`src/rtl/apb_master_if.sv`:
```
// Command/response and APB bus bundle for the APB requester stage.
// The master modport is the requester's view; the slave modport is the
// opposite side (command source plus APB completer).
interface apb_master_if #(
  parameter int ADDR_W = 32,
  parameter int DATA_W = 32
);
  logic              cmd_valid;
  logic              cmd_ready;
  logic              cmd_write;
  logic [ADDR_W-1:0] cmd_addr;
  logic [DATA_W-1:0] cmd_wdata;
  logic              rsp_valid;
  logic [DATA_W-1:0] rsp_rdata;
  logic              rsp_err;
  logic [ADDR_W-1:0] P_addr;
  logic              P_selx;
  logic              P_enable;
  logic              P_write;
  logic [DATA_W-1:0] P_wdata;
  logic              P_ready;
  logic              P_slverr;
  logic [DATA_W-1:0] P_rdata;

  modport master (
    input  cmd_valid, cmd_write, cmd_addr, cmd_wdata,
    input  P_ready, P_slverr, P_rdata,
    output cmd_ready, rsp_valid, rsp_rdata, rsp_err,
    output P_addr, P_selx, P_enable, P_write, P_wdata
  );

  modport slave (
    output cmd_valid, cmd_write, cmd_addr, cmd_wdata,
    output P_ready, P_slverr, P_rdata,
    input  cmd_ready, rsp_valid, rsp_rdata, rsp_err,
    input  P_addr, P_selx, P_enable, P_write, P_wdata
  );
endinterface

```
`src/rtl/apb_master.sv`:
```
// APB requester: takes single read/write commands on valid/ready, runs the
// SETUP and ACCESS phases, honours wait states, aborts hung transfers after
// TIMEOUT access cycles and returns a one-cycle response pulse.
module apb_master #(
  parameter int ADDR_W  = 32,
  parameter int DATA_W  = 32,
  parameter int TIMEOUT = 16
) (
  input  logic         P_clk,
  input  logic         P_rst_n,
  apb_master_if.master bus
);

  typedef enum logic [1:0] {
    ST_IDLE   = 2'd0,
    ST_SETUP  = 2'd1,
    ST_ACCESS = 2'd2,
    ST_RESP   = 2'd3
  } state_t;

  // Counter value at which a still-unready ACCESS edge aborts the transfer.
  localparam logic [7:0] TO_LAST = 8'(TIMEOUT - 1);

  state_t            state_q,     state_d;
  logic [7:0]        cnt_q,       cnt_d;
  logic [ADDR_W-1:0] p_addr_q,    p_addr_d;
  logic              p_selx_q,    p_selx_d;
  logic              p_enable_q,  p_enable_d;
  logic              p_write_q,   p_write_d;
  logic [DATA_W-1:0] p_wdata_q,   p_wdata_d;
  logic              rsp_valid_q, rsp_valid_d;
  logic [DATA_W-1:0] rsp_rdata_q, rsp_rdata_d;
  logic              rsp_err_q,   rsp_err_d;

  // Next-state and next-output computation for the transfer sequencer.
  always_comb begin
    state_d     = state_q;
    cnt_d       = cnt_q;
    p_addr_d    = p_addr_q;
    p_selx_d    = p_selx_q;
    p_enable_d  = p_enable_q;
    p_write_d   = p_write_q;
    p_wdata_d   = p_wdata_q;
    rsp_valid_d = 1'b0;
    rsp_rdata_d = rsp_rdata_q;
    rsp_err_d   = rsp_err_q;
    case (state_q)
      ST_IDLE: begin
        if (bus.cmd_valid) begin
          p_addr_d   = bus.cmd_addr;
          p_write_d  = bus.cmd_write;
          p_wdata_d  = bus.cmd_wdata;
          p_selx_d   = 1'b1;
          p_enable_d = 1'b0;
          state_d    = ST_SETUP;
        end else begin
          p_selx_d   = 1'b0;
          p_enable_d = 1'b0;
        end
      end
      ST_SETUP: begin
        p_enable_d = 1'b1;
        cnt_d      = 8'd0;
        state_d    = ST_ACCESS;
      end
      ST_ACCESS: begin
        if (bus.P_ready) begin
          rsp_err_d   = bus.P_slverr;
          rsp_rdata_d = p_write_q ? {DATA_W{1'b0}} : bus.P_rdata;
          p_selx_d    = 1'b0;
          p_enable_d  = 1'b0;
          rsp_valid_d = 1'b1;
          state_d     = ST_RESP;
        end else if (cnt_q == TO_LAST) begin
          // Slave never answered: abort with an error response.
          rsp_err_d   = 1'b1;
          rsp_rdata_d = {DATA_W{1'b0}};
          p_selx_d    = 1'b0;
          p_enable_d  = 1'b0;
          rsp_valid_d = 1'b1;
          state_d     = ST_RESP;
        end else begin
          cnt_d = (cnt_q == 8'hFF) ? cnt_q : cnt_q + 8'd1;
        end
      end
      ST_RESP: begin
        state_d = ST_IDLE;
      end
      default: begin
        state_d    = ST_IDLE;
        p_selx_d   = 1'b0;
        p_enable_d = 1'b0;
      end
    endcase
  end

  // State and output registers with synchronous active-low reset.
  always_ff @(posedge P_clk) begin
    if (!P_rst_n) begin
      state_q     <= ST_IDLE;
      cnt_q       <= 8'd0;
      p_addr_q    <= {ADDR_W{1'b0}};
      p_selx_q    <= 1'b0;
      p_enable_q  <= 1'b0;
      p_write_q   <= 1'b0;
      p_wdata_q   <= {DATA_W{1'b0}};
      rsp_valid_q <= 1'b0;
      rsp_rdata_q <= {DATA_W{1'b0}};
      rsp_err_q   <= 1'b0;
    end else begin
      state_q     <= state_d;
      cnt_q       <= cnt_d;
      p_addr_q    <= p_addr_d;
      p_selx_q    <= p_selx_d;
      p_enable_q  <= p_enable_d;
      p_write_q   <= p_write_d;
      p_wdata_q   <= p_wdata_d;
      rsp_valid_q <= rsp_valid_d;
      rsp_rdata_q <= rsp_rdata_d;
      rsp_err_q   <= rsp_err_d;
    end
  end

  assign bus.cmd_ready = (state_q == ST_IDLE) & P_rst_n;
  assign bus.rsp_valid = rsp_valid_q;
  assign bus.rsp_rdata = rsp_rdata_q;
  assign bus.rsp_err   = rsp_err_q;
  assign bus.P_addr    = p_addr_q;
  assign bus.P_selx    = p_selx_q;
  assign bus.P_enable  = p_enable_q;
  assign bus.P_write   = p_write_q;
  assign bus.P_wdata   = p_wdata_q;

endmodule

```
`src/flat_wrapper.sv`:
```
// flat-port wrapper written by rule: the top's interface ports become plain ports
module apb_master_flat 
#(
  parameter int ADDR_W  = 32,
  parameter int DATA_W  = 32,
  parameter int TIMEOUT = 16
)
  (P_clk, P_rst_n, bus_cmd_valid, bus_cmd_write, bus_cmd_addr, bus_cmd_wdata, bus_P_ready, bus_P_slverr, bus_P_rdata, bus_cmd_ready, bus_rsp_valid, bus_rsp_rdata, bus_rsp_err, bus_P_addr, bus_P_selx, bus_P_enable, bus_P_write, bus_P_wdata);
  apb_master_if #(.ADDR_W(ADDR_W), .DATA_W(DATA_W)) bus_i ();
  input  logic P_clk;
  input  logic P_rst_n;
  input wire logic [$bits(bus_i.cmd_valid)-1:0] bus_cmd_valid;
  input wire logic [$bits(bus_i.cmd_write)-1:0] bus_cmd_write;
  input wire logic [$bits(bus_i.cmd_addr)-1:0] bus_cmd_addr;
  input wire logic [$bits(bus_i.cmd_wdata)-1:0] bus_cmd_wdata;
  input wire logic [$bits(bus_i.P_ready)-1:0] bus_P_ready;
  input wire logic [$bits(bus_i.P_slverr)-1:0] bus_P_slverr;
  input wire logic [$bits(bus_i.P_rdata)-1:0] bus_P_rdata;
  output wire logic [$bits(bus_i.cmd_ready)-1:0] bus_cmd_ready;
  output wire logic [$bits(bus_i.rsp_valid)-1:0] bus_rsp_valid;
  output wire logic [$bits(bus_i.rsp_rdata)-1:0] bus_rsp_rdata;
  output wire logic [$bits(bus_i.rsp_err)-1:0] bus_rsp_err;
  output wire logic [$bits(bus_i.P_addr)-1:0] bus_P_addr;
  output wire logic [$bits(bus_i.P_selx)-1:0] bus_P_selx;
  output wire logic [$bits(bus_i.P_enable)-1:0] bus_P_enable;
  output wire logic [$bits(bus_i.P_write)-1:0] bus_P_write;
  output wire logic [$bits(bus_i.P_wdata)-1:0] bus_P_wdata;
  assign bus_i.cmd_valid = bus_cmd_valid;
  assign bus_i.cmd_write = bus_cmd_write;
  assign bus_i.cmd_addr = bus_cmd_addr;
  assign bus_i.cmd_wdata = bus_cmd_wdata;
  assign bus_i.P_ready = bus_P_ready;
  assign bus_i.P_slverr = bus_P_slverr;
  assign bus_i.P_rdata = bus_P_rdata;
  assign bus_cmd_ready = bus_i.cmd_ready;
  assign bus_rsp_valid = bus_i.rsp_valid;
  assign bus_rsp_rdata = bus_i.rsp_rdata;
  assign bus_rsp_err = bus_i.rsp_err;
  assign bus_P_addr = bus_i.P_addr;
  assign bus_P_selx = bus_i.P_selx;
  assign bus_P_enable = bus_i.P_enable;
  assign bus_P_write = bus_i.P_write;
  assign bus_P_wdata = bus_i.P_wdata;
  apb_master #(.ADDR_W(ADDR_W), .DATA_W(DATA_W), .TIMEOUT(TIMEOUT)) u_core (.P_clk(P_clk), .P_rst_n(P_rst_n), .bus(bus_i));
endmodule
```
`config.mk`:
```
export PLATFORM = sky130hd
export DESIGN_NAME = apb_master_flat
export DESIGN_NICKNAME = d
export VERILOG_FILES = /design/src/rtl/apb_master_if.sv /design/src/rtl/apb_master.sv /design/src/flat_wrapper.sv
export SDC_FILE = /design/constraint.sdc
export NUM_CORES = 1
export LEC_CHECK = 0
export ABC_AREA = 1
export BUFFER_PORTS_ARGS = -buffer_cell sky130_fd_sc_hd__buf_2
export CAP_MARGIN = 25
export CORE_ASPECT_RATIO = 1.1
export CORE_MARGIN = 4
export CORE_UTILIZATION = 28
export CTS_CLUSTER_DIAMETER = 100
export DETAILED_ROUTE_END_ITERATION = 6
export GPL_TIMING_DRIVEN = 0
export PLACE_DENSITY_LB_ADDON = 0.05
export RECOVER_POWER = 100
export SLEW_MARGIN = 40
export SYNTH_ARGS = -nofsm -noshare
export SYNTH_HDL_FRONTEND = slang
export SYNTH_SLANG_ARGS = --single-unit
```
`constraint.sdc`:
```
create_clock -name P_clk -period 3.1 [get_ports P_clk]
set_clock_uncertainty 0.05 [all_clocks]
set_input_delay 0.62 -clock P_clk [delete_from_list [all_inputs] [get_ports P_clk]]
set_output_delay 0.62 -clock P_clk [all_outputs]
set_load 0.1 [all_outputs]
```
Yosys cells after proc, flatten, opt, wreduce, memory -nomap -nowiden:

Index checks and enable logic that the tools add are counted.

* $add $sub $neg: 1
* eq/ne operators: 10
* mux-type cells: 20
* bitwise operators: 1
* reductions and logical operators: 12

Operators by type and width (count)
* $mux 32: 3
* $mux 8: 3
* $pmux 8 s2: 1
* $reduce_and 2->1: 6
* $add 8x1->8 const B: 1
* $eq 8x4->1 const B: 1
* $eq 8x8->1 const B: 1
* $ne 2x2->1 const B: 4
* $pmux 2 s4: 1
* $mux 1: 7
* $mux 2: 3
* $reduce_bool 2->1: 3
* $eq 2x2->1 const B: 2
* $reduce_and 4->1: 1
* $ne 3x2->1 const B: 1
* $pmux 1 s3: 1
* $reduce_bool 3->1: 1
* $eq 2x1->1 const B: 1
* $logic_not 2->1: 1
* $pmux 1 s2: 1
* $and 1x1->1: 1

* bits in registers: 111
* bits of input ports: 102

Depth between registers and ports, before layout:

* depth in word-level cells: 5
* depth in mapped cells: 10
* mapped depth without buffers: 9

Worst setup path before layout:

Ideal clock, no wire load.

* path type: input-to-output
* from: input port P_rst_n
* to: output port bus_cmd_ready
* data arrival time: 1.779 ns
* required time: 2.430 ns
* setup slack: 0.651 ns
* cell stages on the path: 4
* path buffers: 2
* cells stage by stage: clkbuf_1 > clkbuf_1 > nand2_1 > inv_1

* word-level cells in the longest chain between the ends: 1

RTL lines
* start: declaration: RTL line flat_wrapper.sv:11 `input logic P_rst_n;`
* $and 1x1->1: RTL line apb_master.sv:124 `assign bus.cmd_ready = (state_q == ST_IDLE) & P_rst_n;`
* end: declaration: RTL line flat_wrapper.sv:19 `output wire logic [$bits(bus_i.cmd_ready)-1:0] bus_cmd_ready;`

Every way passes these cells.

Worst setup path in the final report:

Ends and elaborated chain as after synthesis.

==> reports/qor.yml <==
slew_headroom_pct: 17.52
synthCells: 557
maxSlewViolCount: 0
cts_root_buf: "clkbuf_16"
cts-htree-levels: 3
io_pins: 204
fin_nets: 879
syn-cell-area_um2: 4170
tightest_slew_ns: 1.242
rsz0062_at_grt: "no"
synthToLayoutAreaGrowth_pct: 33.30
die-area_um2: 16910
routed_wirelength_mm: 12.49
cts_made_buffers: 9
yosys-top-cells-area: "dfxtp_1 (53%), nor2_1 (14%), nand2_1 (9.3%)"
cts_tree: "built"
maxCapViolCount: 0
p_per_area_nw_per_um2: 1174
dp_hpwl_mm: 9.564
syn-num-nets: 665
drtIter0Drc: 157
finalCriticalPeriod_ns: 2.838
dp.cells: 952
holdBufCountCts: 0
synth_top_area_share_pct: 53.29
synthDistinctLibCells: 26
multiInputGateArea_um2: 1707
clock-sinks: 111
hold_viol_final: 0
p_total_w: 0.006525
fp.dieH_um: 136.0
diodes: 0
max_freq_mhz: 352.3
crit_arrival_ns: 2.17
grt_pass1_vias: 4100
grt_pass1_wl_mm: 20.11
path_max_fanout: 10
layout_setup_ws_ns: 0.2616
fin_crit_sh_pct: 91.56
overflow: 0
crit_path_end_kind: "output pin"
cp.required_ns: 2.43
max-vdd-ir-drop_mv: 0.5784
antenna_found_initial: 0
setup_tns_ns: 0
yosys.area.top_type: "dfxtp_1"
setup_viol: 0
run_status: "finished, final reports clean"
start_util_pct: 28.75
cts_setup_buffers: 0
ys_seq_area_share_pct: 53.29
yosysWarnings: 0
cts-resized-gates: 0
ys_seq_elements: 111
syn_area_per_cell_um2: 7.487
fp.dieW_um: 124.4
drc_errors: 0
clkTransAtPathRegs_ns: 0.07
hold_class: "reg -> reg"
port_buffers: 203
viasPerCell: 4.369
regArea_um2: 2222
drive_gt1_share_pct: 15.72
nFillCells: 1637
wl_per_cell_um: 12.90
drt.antenna.violating_nets: 0
core_um2: 14500
gr-usage-all-layers_pct: 14.50
grt_max_degree: 18
crit_type: "in -> out"
dp_slack_ns: 0.1435
row_count: 46
clock_latency_ns: 0.35
firstDrtPassIters: 4
via_count: 4229
finalNonFillerCells: 968
gp_congestion: 0.8355
cts.path.max_buffers: 2
critical_path.startpoint_type: "input port"
p_leak_nw: 2.491
final_util_pct: 38.33
## cells in the final DEF (no fill, tap or decap), types with 7 or more instances in the layout
cell / netlist / final
inv_1: 18 / 19
o21ai_0: 65 / 68
nand3_1: 40 / 41
nand2_1: 103 / 103
clkbuf_1: 22 / 127
a21oi_1: 7 / 7
clkbuf_16: 0 / 9
dfxtp_1: 111 / 111
buf_2: 3 / 104
nor2_1: 158 / 159
## kinds of logic after synthesis
| family | share of synthesized area (%) |
|---|---|
| fa+ha+maj | 1.800 |
| flops | 53.29 |
| compound gates | 10.17 |
| buf+inv | 5.310 |
| simple gates | 29.43 |
## metal layers
layer	vias to the layer above	GRT usage, %	part of all wire (%)
li1	2191	-	-
met1	1847	17.18	43
met2	164	23.77	45
met3	27	4.951	8.6
met4	0	6.821	3.3
met5	-	0	0
## flip-flops by register name, summed over array words and instances, names as in the netlist
signal	cells
u_core.state_q	2
u_core.bus.P_wdata	32
u_core.bus.P_selx	1
u_core.cnt_q	8
u_core.bus.rsp_err	1
u_core.bus.rsp_valid	1
u_core.bus.P_enable	1
u_core.bus.P_addr	32
u_core.bus.P_write	1
u_core.bus.rsp_rdata	32
## stage by stage
| stage | cell area (um^2) | hold WS [ns] |
|---|---|---|
| CTS | 5729 | 0.4025 |
| detailed placement | 5426 | 0.3861 |
| global route | 5559 | 0.4216 |
| finish | 5559 | 0.4025 |
| floorplan | 4170 | 0.4220 |
| global placement | 5426 | 0.3812 |
## critical path, stage by stage
cell and delay, ns:
buf_2 0.11, clkbuf_1 0.43, clkbuf_1 0.43, nand2_1 0.10, inv_1 0.06, buf_2 0.42
## final timing paths
| kind | depth (start not counted) | start | slack (ns) | to |
|---|---|---|---|---|
| hold / removal | 2 | u_core.bus.rsp_rdata[12] | 0.40 | u_core.bus.rsp_rdata[12] |
| setup reg to reg | 9 | u_core.state_q[0] | 0.70 | u_core.cnt_q[1] |
| setup / recovery | 6 | P_rst_n | 0.26 | bus_cmd_ready |
| hold reg to reg | 2 | u_core.bus.rsp_rdata[12] | 0.40 | u_core.bus.rsp_rdata[12] |
## synth_stat cells
library cell,instances
o21ai_1,3
nor2_4,1
nand3_1,40
buf_2,3
nand2_1,103
a21oi_2,1
dfxtp_1,111
o21bai_1,1
nor3b_1,1
clkinv_1,1
ha_1,6
nand2_2,1
o21ai_0,65
nand3_2,1
inv_1,18
nor3_1,1
inv_2,1
nand3b_1,1
o211ai_1,1
nor2_1,158
a21boi_1,1
o21ai_2,2
a21oi_1,7
buf_1,4
clkbuf_1,22
buf_6,3
## final cells by class
| cell class | instances | share of cell area (%) |
|---|---|---|
| multi-input combinational | 394 | 30.70 |
| tap | 192 | 4.321 |
| clock buffer | 13 | 5.042 |
| timing repair buffer | 203 | 16.00 |
| clock inverter | 3 | 0.4051 |
| sequential | 111 | 39.97 |
| buffer | 32 | 2.206 |
| inverter | 20 | 1.350 |
## where the power goes
group | switching, W | internal, W | total (W)
clock network | 0.000523 | 0.000639 | 0.00116
logic | 0.00299 | 0.000465 | 0.00345
registers | 0.000165 | 0.00174 | 0.00191
No activity file was read; power rests on OpenSTA's default activity.
